===== src/rtl/encoder_layer_sequencer_pkg.sv =====
`default_nettype none
// +----------------------------------------------------------------------------+
// | Module   : encoder_layer_sequencer_pkg                                     |
// | Brief    : Shared transformer definitions: default sizes and the           |
// |            sequencer state encoding.                                       |
// | Revision : 1.0 - initial release                                           |
// +----------------------------------------------------------------------------+
package encoder_layer_sequencer_pkg;

    localparam int c_DATA_W     = 16;
    localparam int c_SEQ_LEN    = 30;
    localparam int c_NUM_LAYERS = 6;
    localparam int c_SEL_W      = 3;

    // Sequencer state encoding
    localparam int             c_ST_W    = 3;
    localparam logic [2:0]     c_ST_IDLE = 3'd0;
    localparam logic [2:0]     c_ST_LOAD = 3'd1;
    localparam logic [2:0]     c_ST_FEED = 3'd2;
    localparam logic [2:0]     c_ST_WAIT = 3'd3;
    localparam logic [2:0]     c_ST_DONE = 3'd4;

endpackage
`default_nettype wire


===== src/rtl/encoder_layer_sequencer_token_bank.sv =====
`default_nettype none
// +----------------------------------------------------------------------------+
// | Module   : token_bank                                                      |
// | Brief    : SEQ_LEN x DATA_W token register file. One write port, one       |
// |            registered read port, full flattened view, async clear.         |
// | Revision : 1.0 - initial release                                           |
// +----------------------------------------------------------------------------+
module token_bank
    import encoder_layer_sequencer_pkg::*;
#(
    parameter int DATA_W  = c_DATA_W,
    parameter int SEQ_LEN = c_SEQ_LEN,
    parameter int IDX_W   = $clog2(c_SEQ_LEN)
) (
    input  logic                      clk,
    input  logic                      rst,
    input  logic                      i_we,
    input  logic [IDX_W-1:0]          i_waddr,
    input  logic [DATA_W-1:0]         i_wdata,
    input  logic [IDX_W-1:0]          i_raddr,
    output logic [DATA_W-1:0]         o_rdata,
    output logic [SEQ_LEN*DATA_W-1:0] o_flat
);

    logic [DATA_W-1:0] r_mem [SEQ_LEN];
    logic [DATA_W-1:0] r_rdata;

    // Token storage and registered read; reset clears every entry
    always_ff @(posedge clk or posedge rst) begin
        if (rst) begin
            for (int i = 0; i < SEQ_LEN; i++) begin
                r_mem[i] <= '0;
            end
            r_rdata <= '0;
        end else begin
            if (i_we) begin
                r_mem[i_waddr] <= i_wdata;
            end
            r_rdata <= r_mem[i_raddr];
        end
    end

    assign o_rdata = r_rdata;

    // Token i occupies bits [i*DATA_W +: DATA_W] of the flat view
    for (genvar g = 0; g < SEQ_LEN; g++) begin : g_flat
        assign o_flat[g*DATA_W +: DATA_W] = r_mem[g];
    end

endmodule
`default_nettype wire


===== src/rtl/encoder_layer_sequencer.sv =====
`default_nettype none
// +----------------------------------------------------------------------------+
// | Module   : encoder_layer_sequencer                                         |
// | Brief    : Time-multiplexes one encoder over NUM_LAYERS passes using two  |
// |            ping-pong token banks, then presents the flattened result.     |
// | Revision : 1.0 - initial release                                           |
// +----------------------------------------------------------------------------+
module encoder_layer_sequencer
    import encoder_layer_sequencer_pkg::*;
#(
    parameter int DATA_W     = c_DATA_W,
    parameter int SEQ_LEN    = c_SEQ_LEN,
    parameter int NUM_LAYERS = c_NUM_LAYERS,
    parameter int SEL_W      = c_SEL_W
) (
    input  logic                      clk,
    input  logic                      rst,
    input  logic [DATA_W-1:0]         in_data,
    input  logic                      in_valid,
    output logic                      in_ready,
    output logic [DATA_W-1:0]         enc_data,
    output logic                      enc_valid,
    output logic [SEL_W-1:0]          enc_block_sel,
    input  logic [DATA_W-1:0]         enc_out,
    input  logic                      enc_out_valid,
    output logic [SEQ_LEN*DATA_W-1:0] flat_data,
    output logic                      flat_valid,
    input  logic                      flat_ack,
    output logic                      busy,
    output logic                      err
);

    localparam int IDX_W = $clog2(SEQ_LEN);
    // Feed counter needs one extra bit so it can hold SEQ_LEN itself
    localparam int CNT_W = IDX_W + 1;

    localparam logic [IDX_W-1:0] c_IDX_ONE   = IDX_W'(1);
    localparam logic [IDX_W-1:0] c_IDX_LAST  = IDX_W'(SEQ_LEN - 1);
    localparam logic [CNT_W-1:0] c_CNT_ONE   = CNT_W'(1);
    localparam logic [CNT_W-1:0] c_CNT_LAST  = CNT_W'(SEQ_LEN - 1);
    localparam logic [SEL_W-1:0] c_SEL_ONE   = SEL_W'(1);
    localparam logic [SEL_W-1:0] c_SEL_FINAL = SEL_W'(NUM_LAYERS - 1);

    logic [c_ST_W-1:0]  r_state;
    logic [IDX_W-1:0]   r_wr_idx;
    logic [IDX_W-1:0]   r_col_idx;
    logic [CNT_W-1:0]   r_fed;       // tokens issued to the encoder this layer
    logic [SEL_W-1:0]   r_layer;
    logic               r_cur;       // bank holding the current layer's input
    logic               r_in_ready;
    logic               r_enc_valid;
    logic [SEL_W-1:0]   r_enc_sel;
    logic               r_flat_valid;
    logic               r_err;

    logic                      w_load;
    logic                      w_col_ok;
    logic                      w_col_last;
    logic                      w_err_beat;
    logic                      w_we0;
    logic                      w_we1;
    logic [IDX_W-1:0]          w_waddr0;
    logic [DATA_W-1:0]         w_wdata0;
    logic [DATA_W-1:0]         w_rdata0;
    logic [DATA_W-1:0]         w_rdata1;
    logic [SEQ_LEN*DATA_W-1:0] w_flat0;
    logic [SEQ_LEN*DATA_W-1:0] w_flat1;

    // in_ready is only ever high in IDLE/LOAD, so it qualifies loading on its own
    assign w_load = in_valid && r_in_ready;

    // A result is legal only while collecting and only for a token already issued;
    // this also catches an extra beat arriving just after a layer wrapped
    assign w_col_ok   = enc_out_valid
                        && ((r_state == c_ST_FEED) || (r_state == c_ST_WAIT))
                        && ({1'b0, r_col_idx} < r_fed);
    assign w_col_last = w_col_ok && (r_col_idx == c_IDX_LAST);
    assign w_err_beat = enc_out_valid && !w_col_ok;

    // Bank 0 receives input tokens during load; results go to the non-current bank
    assign w_we0    = w_load || (w_col_ok && r_cur);
    assign w_we1    = w_col_ok && !r_cur;
    assign w_waddr0 = w_load ? r_wr_idx : r_col_idx;
    assign w_wdata0 = w_load ? in_data  : enc_out;

    token_bank #(
        .DATA_W  (DATA_W),
        .SEQ_LEN (SEQ_LEN),
        .IDX_W   (IDX_W)
    ) u_bank0 (
        .clk     (clk),
        .rst     (rst),
        .i_we    (w_we0),
        .i_waddr (w_waddr0),
        .i_wdata (w_wdata0),
        .i_raddr (r_fed[IDX_W-1:0]),
        .o_rdata (w_rdata0),
        .o_flat  (w_flat0)
    );

    token_bank #(
        .DATA_W  (DATA_W),
        .SEQ_LEN (SEQ_LEN),
        .IDX_W   (IDX_W)
    ) u_bank1 (
        .clk     (clk),
        .rst     (rst),
        .i_we    (w_we1),
        .i_waddr (r_col_idx),
        .i_wdata (enc_out),
        .i_raddr (r_fed[IDX_W-1:0]),
        .o_rdata (w_rdata1),
        .o_flat  (w_flat1)
    );

    // Sequencer FSM with counters, registered outputs and sticky error
    always_ff @(posedge clk or posedge rst) begin
        if (rst) begin
            r_state      <= c_ST_IDLE;
            r_wr_idx     <= '0;
            r_col_idx    <= '0;
            r_fed        <= '0;
            r_layer      <= '0;
            r_cur        <= 1'b0;
            r_in_ready   <= 1'b0;
            r_enc_valid  <= 1'b0;
            r_enc_sel    <= '0;
            r_flat_valid <= 1'b0;
            r_err        <= 1'b0;
        end else begin
            r_enc_valid <= 1'b0;
            if (w_err_beat) begin
                r_err <= 1'b1;
            end

            case (r_state)
                c_ST_IDLE: begin
                    r_in_ready <= 1'b1;
                    if (w_load) begin
                        r_wr_idx <= r_wr_idx + c_IDX_ONE;
                        r_state  <= c_ST_LOAD;
                    end
                end
                c_ST_LOAD: begin
                    if (w_load) begin
                        if (r_wr_idx == c_IDX_LAST) begin
                            r_wr_idx   <= '0;
                            r_layer    <= '0;
                            r_cur      <= 1'b0;
                            r_fed      <= '0;
                            r_col_idx  <= '0;
                            r_in_ready <= 1'b0;
                            r_state    <= c_ST_FEED;
                        end else begin
                            r_wr_idx <= r_wr_idx + c_IDX_ONE;
                        end
                    end
                end
                c_ST_FEED: begin
                    r_enc_valid <= 1'b1;
                    r_enc_sel   <= r_layer;
                    r_fed       <= r_fed + c_CNT_ONE;
                    if (r_fed == c_CNT_LAST) begin
                        r_state <= c_ST_WAIT;
                    end
                end
                c_ST_WAIT: begin
                    r_state <= c_ST_WAIT;
                end
                c_ST_DONE: begin
                    if (flat_ack) begin
                        r_flat_valid <= 1'b0;
                        r_in_ready   <= 1'b1;
                        r_state      <= c_ST_IDLE;
                    end
                end
                default: begin
                    r_state <= c_ST_IDLE;
                end
            endcase

            // Result collection; completing a layer flips the banks and picks the next pass
            if (w_col_ok) begin
                if (w_col_last) begin
                    r_col_idx <= '0;
                    r_cur     <= !r_cur;
                    r_layer   <= r_layer + c_SEL_ONE;
                    r_fed     <= '0;
                    if (r_layer == c_SEL_FINAL) begin
                        r_state      <= c_ST_DONE;
                        r_flat_valid <= 1'b1;
                    end else begin
                        r_state <= c_ST_FEED;
                    end
                end else begin
                    r_col_idx <= r_col_idx + c_IDX_ONE;
                end
            end
        end
    end

    assign in_ready      = r_in_ready;
    assign enc_valid     = r_enc_valid;
    assign enc_block_sel = r_enc_sel;
    assign enc_data      = r_enc_valid ? (r_cur ? w_rdata1 : w_rdata0) : '0;
    assign flat_data     = r_cur ? w_flat1 : w_flat0;
    assign flat_valid    = r_flat_valid;
    assign busy          = (r_state != c_ST_IDLE);
    assign err           = r_err;

endmodule
`default_nettype wire


===== config.mk =====
export PLATFORM = sky130hd
export DESIGN_NAME = encoder_layer_sequencer
export DESIGN_NICKNAME = d
export VERILOG_FILES = /design/src/rtl/encoder_layer_sequencer_pkg.sv /design/src/rtl/encoder_layer_sequencer_token_bank.sv /design/src/rtl/encoder_layer_sequencer.sv
export SDC_FILE = /design/constraint.sdc
export NUM_CORES = 2
export LEC_CHECK = 0
export ABC_AREA = 0
export ABC_CLOCK_PERIOD_IN_PS = 23400
export CAP_MARGIN = 10
export CORE_AREA = 3 3 298 300
export CTS_BUF_LIST = sky130_fd_sc_hd__clkbuf_16
export DETAILED_ROUTE_END_ITERATION = 12
export DIE_AREA = 0 0 301 303
export MAX_ROUTING_LAYER = met4
export PLACE_DENSITY = 0.85
export SYNTH_ARGS = -nofsm -noshare
export SYNTH_HDL_FRONTEND = slang
export SYNTH_HIERARCHICAL = 1
export SYNTH_SLANG_ARGS = --single-unit

===== constraint.sdc =====
create_clock -name clk -period 23.4 [get_ports clk]
set_input_delay 2.34 -clock clk [delete_from_list [all_inputs] [get_ports clk]]
set_output_delay 2.34 -clock clk [all_outputs]
set_load 0.02 [all_outputs]

## After elaboration in Yosys (flattened, before gate mapping)

Cells that the tools add are included.

- Flip-flop bits (word level): 1022
- Bits of input ports: 37

- Add/subtract/negate cells: 4
- Magnitude comparators: 6
- Equality and inequality tests: 12
- Mux-type cells: 60
- Bitwise logic cells: 3
- Reduce and logical (&&, ||, !) cells: 23

Operators with widths:

| kind | count |
|---|---|
| bitwise mux 480 bit | 2 |
| two-way mux 480 bit | 1 |
| binary-select mux 16 bit (select 5 bit) | 2 |
| demux 16 bit (select 5 bit) | 2 |
| two-way mux 16 bit | 9 |
| two-way mux 5 bit | 9 |
| two-way mux 3 bit | 13 |
| two-way mux 6 bit | 4 |
| >= comparator 6 bit, second input constant | 3 |
| inverter 5 -> 6 bit | 3 |
| case mux 3 bit (5 select lines) | 1 |
| two-way mux 1 bit | 14 |
| less-than comparator 6 x 1 -> 1 bit, second input constant | 2 |
| case mux 6 bit (2 select lines) | 1 |
| adder 5 x 1 -> 5 bit, second input constant | 2 |
| == test 5 bit, second input constant | 2 |
| case mux 5 bit (2 select lines) | 1 |
| logical AND 1 bit | 9 |
| != test 2 bit, second input constant | 4 |
| nonzero test 2 bit | 4 |
| adder 6 x 1 -> 6 bit, second input constant | 1 |
| == test 3 x 2 -> 1 bit, second input constant | 2 |
| == test 3 bit, second input constant | 2 |
| == test 6 x 5 -> 1 bit, second input constant | 1 |
| 10 further kinds | 14 |

## Depth between registers and ports, before layout

- Depth after elaboration: 8
- Mapped depth: 13

## Modules after synthesis

Netlist, hierarchy kept.

Modules (own cells, without submodules):

| module | instances | cells an instance | area an instance (um^2) |
|---|---|---|---|
| token_bank | 2 | 1472 | 22745.6 |
| encoder_layer_sequencer | 1 | 772 | 7873.8 |

## Worst setup path after synthesis

Ideal clock, no wire load.

- Kind: input -> register
- Start: in enc_out_valid
- End: reg u_bank0.r_mem (netlist bit u_bank0/o_flat[416])
- Setup time: 0.125 ns
- Arrival time: 4.486 ns
- Required time: 23.275 ns
- Slack: 18.789 ns
- Cell stages on the path: 11
- Buffers on the path: 3
- Cell sequence: nand3b_1 a211o_1 a21o_1 buf_6 o21ai_0 nand2_1 or2_1 buf_4 nor2_4 buf_6 mux2_2

- Cells in the longest elaborated chain, start to end: 4

RTL lines:

| element | RTL line | source |
|---|---|---|
| start: declaration | encoder_layer_sequencer.sv:25 | `input logic enc_out_valid,` |
| logical AND 1 bit | encoder_layer_sequencer.sv:75 | `&& ((r_state == c_ST_FEED) \|\| (r_state == c_ST_WAIT))` |
| logical AND 1 bit | encoder_layer_sequencer.sv:76 | `&& ({1'b0, r_col_idx} < r_fed);` |
| logical AND 1 bit | encoder_layer_sequencer.sv:81 | `assign w_we0 = w_load \|\| (w_col_ok && r_cur);` |
| logical OR 1 bit | encoder_layer_sequencer.sv:81 |  |
| net w_we0 | encoder_layer_sequencer.sv:60 | `logic w_we0;` |
| end signal: indexed assignment | encoder_layer_sequencer_token_bank.sv:37 | `r_mem[i_waddr] <= i_wdata;` |
| end: declaration | encoder_layer_sequencer_token_bank.sv:25 | `logic [DATA_W-1:0] r_mem [SEQ_LEN];` |

The timed path passes the listed nets, and every way through them passes these cells.
A chain may end at the register's enable or synchronous reset.

## Final worst setup path

- Start: reg r_cur
- End: out flat_data[465]

- Cells in the longest elaborated chain, start to end: 1

RTL lines:

| element | RTL line | source |
|---|---|---|
| start: declaration | encoder_layer_sequencer.sv:49 | `logic r_cur;` |
| start signal: assignment | encoder_layer_sequencer.sv:186 | `r_cur <= !r_cur;` |
| two-way mux 480 bit | encoder_layer_sequencer.sv:206 | `assign flat_data = r_cur ? w_flat1 : w_flat0;` |
| end: declaration | encoder_layer_sequencer.sv:26 | `output logic [SEQ_LEN*DATA_W-1:0] flat_data,` |

No other way between the ends.

==> summary.md <==
| Metric | Value |
|---|---|
| Hold Fails Final Rpt | 0 |
| Most common cell on crit path | buf_4 |
| Die X | roughly 300 um |
| Row count | 108 |
| Worst Path Buf+Inv | 4 |
| Largest family of logic cells by synthesized area | multiplexers |
| Initial Util | 0.617 |
| Syn Inst Count | 3716 |
| DR iter-0 viols | 3885 |
| Die height | 303 um |
| Post-synthesis sequential area ratio | 0.479 |
| Worst Tran Pin Value | 1.29 ns |
| CP Capture Type | output pin |
| Hpwl dp | 123 mm |
| Clk_skew | 0.0257 ns |
| Arr. time, crit path | 5.51 ns |
| Cells along the critical path | buf_4 -> buf_4 -> buf_4 -> mux2_2 -> clkdlybuf4s50_1 |
| Compound-Gate Fraction of Synth Area | 0.0306 |
| Post-synthesis mux area share | 0.410 |
| Synthesized area | about 53000 um2 |
| YS warnings | 6 |
| Register bit total from synthesis | between 1000 and 1500 |
| Final ANT Viol Nets | 0 |
| Syn avg cell area | roughly 14 um2 |
| Die area | 91200 um2 |
| Max cap viols | 0 |
| Synth top area cells | dfrtp_1 (48%), mux2_2 (30%), mux4_2 (6.5%), mux2i_1 (2.5%), mux2_1 (2.3%) |
| Gp weighted congestion | 0.971 |
| Syn nets | 3765 |
| CTS max path bufs | 3 |
| CTS tree | done |
| Post-Synth XOR/XNOR Area | 0 |
| Vias | 36800 |
| EDFF count, synth | 0 |
| Leakage power | ~29 nW |
| Core Area | 86500 um2 |
| FF+latch area | 25600 um2 |
| Synth Area in Adders | 0.00281 |
| FILL cells | 5713 |
| Final Slew Violations | 0 |
| Count leader, synth | mux2_2 |
| Worst vdd ir | 99.3 uV |
| Layout area overhead | 16.9% |
| CTS Root Cell | clkbuf_16 |
| Setup violators final | 0 |
| Critical path class | flip-flop to output pin |
| CTS Buf Count | 108 |
| CP peak stage delay | between 0.9 and 1 ns |
| Initial antenna violation count | 13 |
| Routed length per instance | 33.2 um |
| Synth top area share | 0.479 |
| Max_slew headroom | 0.138 |
| Simple-gate share of the synthesized area | 0.0408 |
| Area of the multi-input gates | 25900 um2 |
| Grt ovf | 0 |
| Clock sink total | 1022 |
| Max FO, Critical Path | 88 |
| Vias in the first global route | 36900 |
| Tot GR Track Use | 0.396 |
| Post-CTS Hold Buffers | 0 |
| Share of cells above drive strength 1 | 0.450 |
| Main synth FF type | dfrtp_1 |
| Fin area | 62400 um2 |
| RSZ-0062 raised after global routing | no |
| TNS Setup | 0 ns |
| Worst hold path class | flip-flop to flip-flop |
| Synth cell types | 67 |
| Area after DPL | 58800 um2 |
| Status | finished, final reports clean |
| Clock transition at the registers of the reported paths | 0.06 ns |
| CP max-delay cell | buf_4 |
| Final worst-path cycle share | 0.336 |
| Resize count post-CTS | 0 |
| Most instantiated cells after synthesis | mux2_2 (1410), dfrtp_1 (1022), mux4_2 (154) |
| Post-CTS Setup Inserts | 0 |
| First drt pass iteration count | 5 |
| Routed wire length | 178 mm |
| P per Cell Area | 121 nW/um2 |
| Async SR Flop Fraction | 1.00 |
| Largest net degree at the start of global routing | 139 |
| Vias per std cell | 6.89 |
| CTS H-tree depth | 3 |
| DRC Markers | 0 |
| # IOs | 541 |
| Kind of cell adding the most delay to the critical path | buffers and inverters |
| PortBufs | 540 |
| Global-route wire length before repair | 256 mm |
| Tmin final | 7.85 ns |
| Fmax | 0.127 GHz |
| Clock Latency Late Sink | 0.69 ns |
| CP required | 21.06 ns |
| Nets | approximately 4100 |
| Biggest area consumer among synthesized cells | dfrtp_1 |
| Critical path startpoint category | flip-flop |
metrics by stage:
step	setup WS [ns]	instances	util	hold slack [ns]	power, mW
6_report	15.55	5348	0.721	0.469	7.55
5_1_grt	15.38	5348	0.721	0.481	7.79
4_1_cts	15.62	5339	0.721	0.465	7.50
3_5_place_dp	16.38	5138	0.680	0.452	5.76
3_3_place_gp	16.45	5138	0.680	0.440	5.71
2_1_floorplan	7.21	3716	-	0.459	4.45
cells in the final DEF (no fill, tap or decap), drive strengths merged, types with 3 or more instances in the layout:
cell type and instances:
a21o 8, nor4 8, a22oi 32, o22ai 32, mux4 154, o21ai 37, ha 12, clkinv 52
clkinvlp 4, buf 59, nor3 42, clkbuf 108, a211oi 16, and2 5, nand3b 13, a21oi 11
dfrtp 1022, mux2i 134, a221oi 26, or3 3, bufinv 13, or3b 5, inv 37, a31oi 29
nor2b 31, or2 3, clkdlybuf4s50 539, nand2b 15, nor2 44, nand3 18, and3 3, mux2 1518
nand2 87, diode 7, nor3b 13, a22o 27, a32oi 6
cell type report:
class                   instances  area share
diodes                          7    0.000281
clock buffers                 108      0.0433
clock inverters                93      0.0131
inverters                      13     0.00102
multi-input cells            2352       0.415
flip-flops and latches       1022       0.410
well taps                    1155      0.0232
repair buffers                598      0.0942
report_power, final:
part	leakage [nW]	switching (mW)	internal (mW)
combinational	13.3	1.72	1.52
sequential	13.8	0.429	2.17
clock	1.80	0.737	0.984
per-layer routing:
metal,up-vias,global-route usage,part of all wire
met5,-,-,0
met4,0,0.184,0.056
met3,548,0.112,0.11
met2,2329,0.584,0.45
met1,19300,0.512,0.38
li1,14700,-,-
flip-flops by register name (all words and copies together), names as in the netlist:
signal / count
u_bank0/o_flat: 480
u_bank1/o_flat: 480
u_bank0/o_rdata: 16
u_bank1/o_rdata: 16
r_fed: 6
r_col_idx: 5
r_wr_idx: 5
enc_block_sel: 3
r_layer: 3
r_state: 3
enc_valid: 1
err: 1
flat_valid: 1
in_ready: 1
r_cur: 1
cells by family after synthesis:
group                    count (synthesis)
multiplexers                          1806
buffers and inverters                  342
adder cells (fa/ha/maj)                 12
flip-flops                            1022
AND/OR/NAND/NOR                        302
AO/OA/AOI/OAI                          232
path summary, 6_finish.rpt:
check,startpoint,endpoint,slack [ns],depth (start not counted)
min reg2reg,err,err,0.47,1
max,r_cur,flat_data[465],15.55,5
max reg2reg,r_fed[1],u_bank0/o_rdata[10],18.38,6
min,err,err,0.47,1
max in group asynchronous,rst,u_bank1/o_flat[224],17.72,5
min in group asynchronous,rst,enc_block_sel[1],2.35,3
Note: power is estimated with default switching activity, not from simulation.
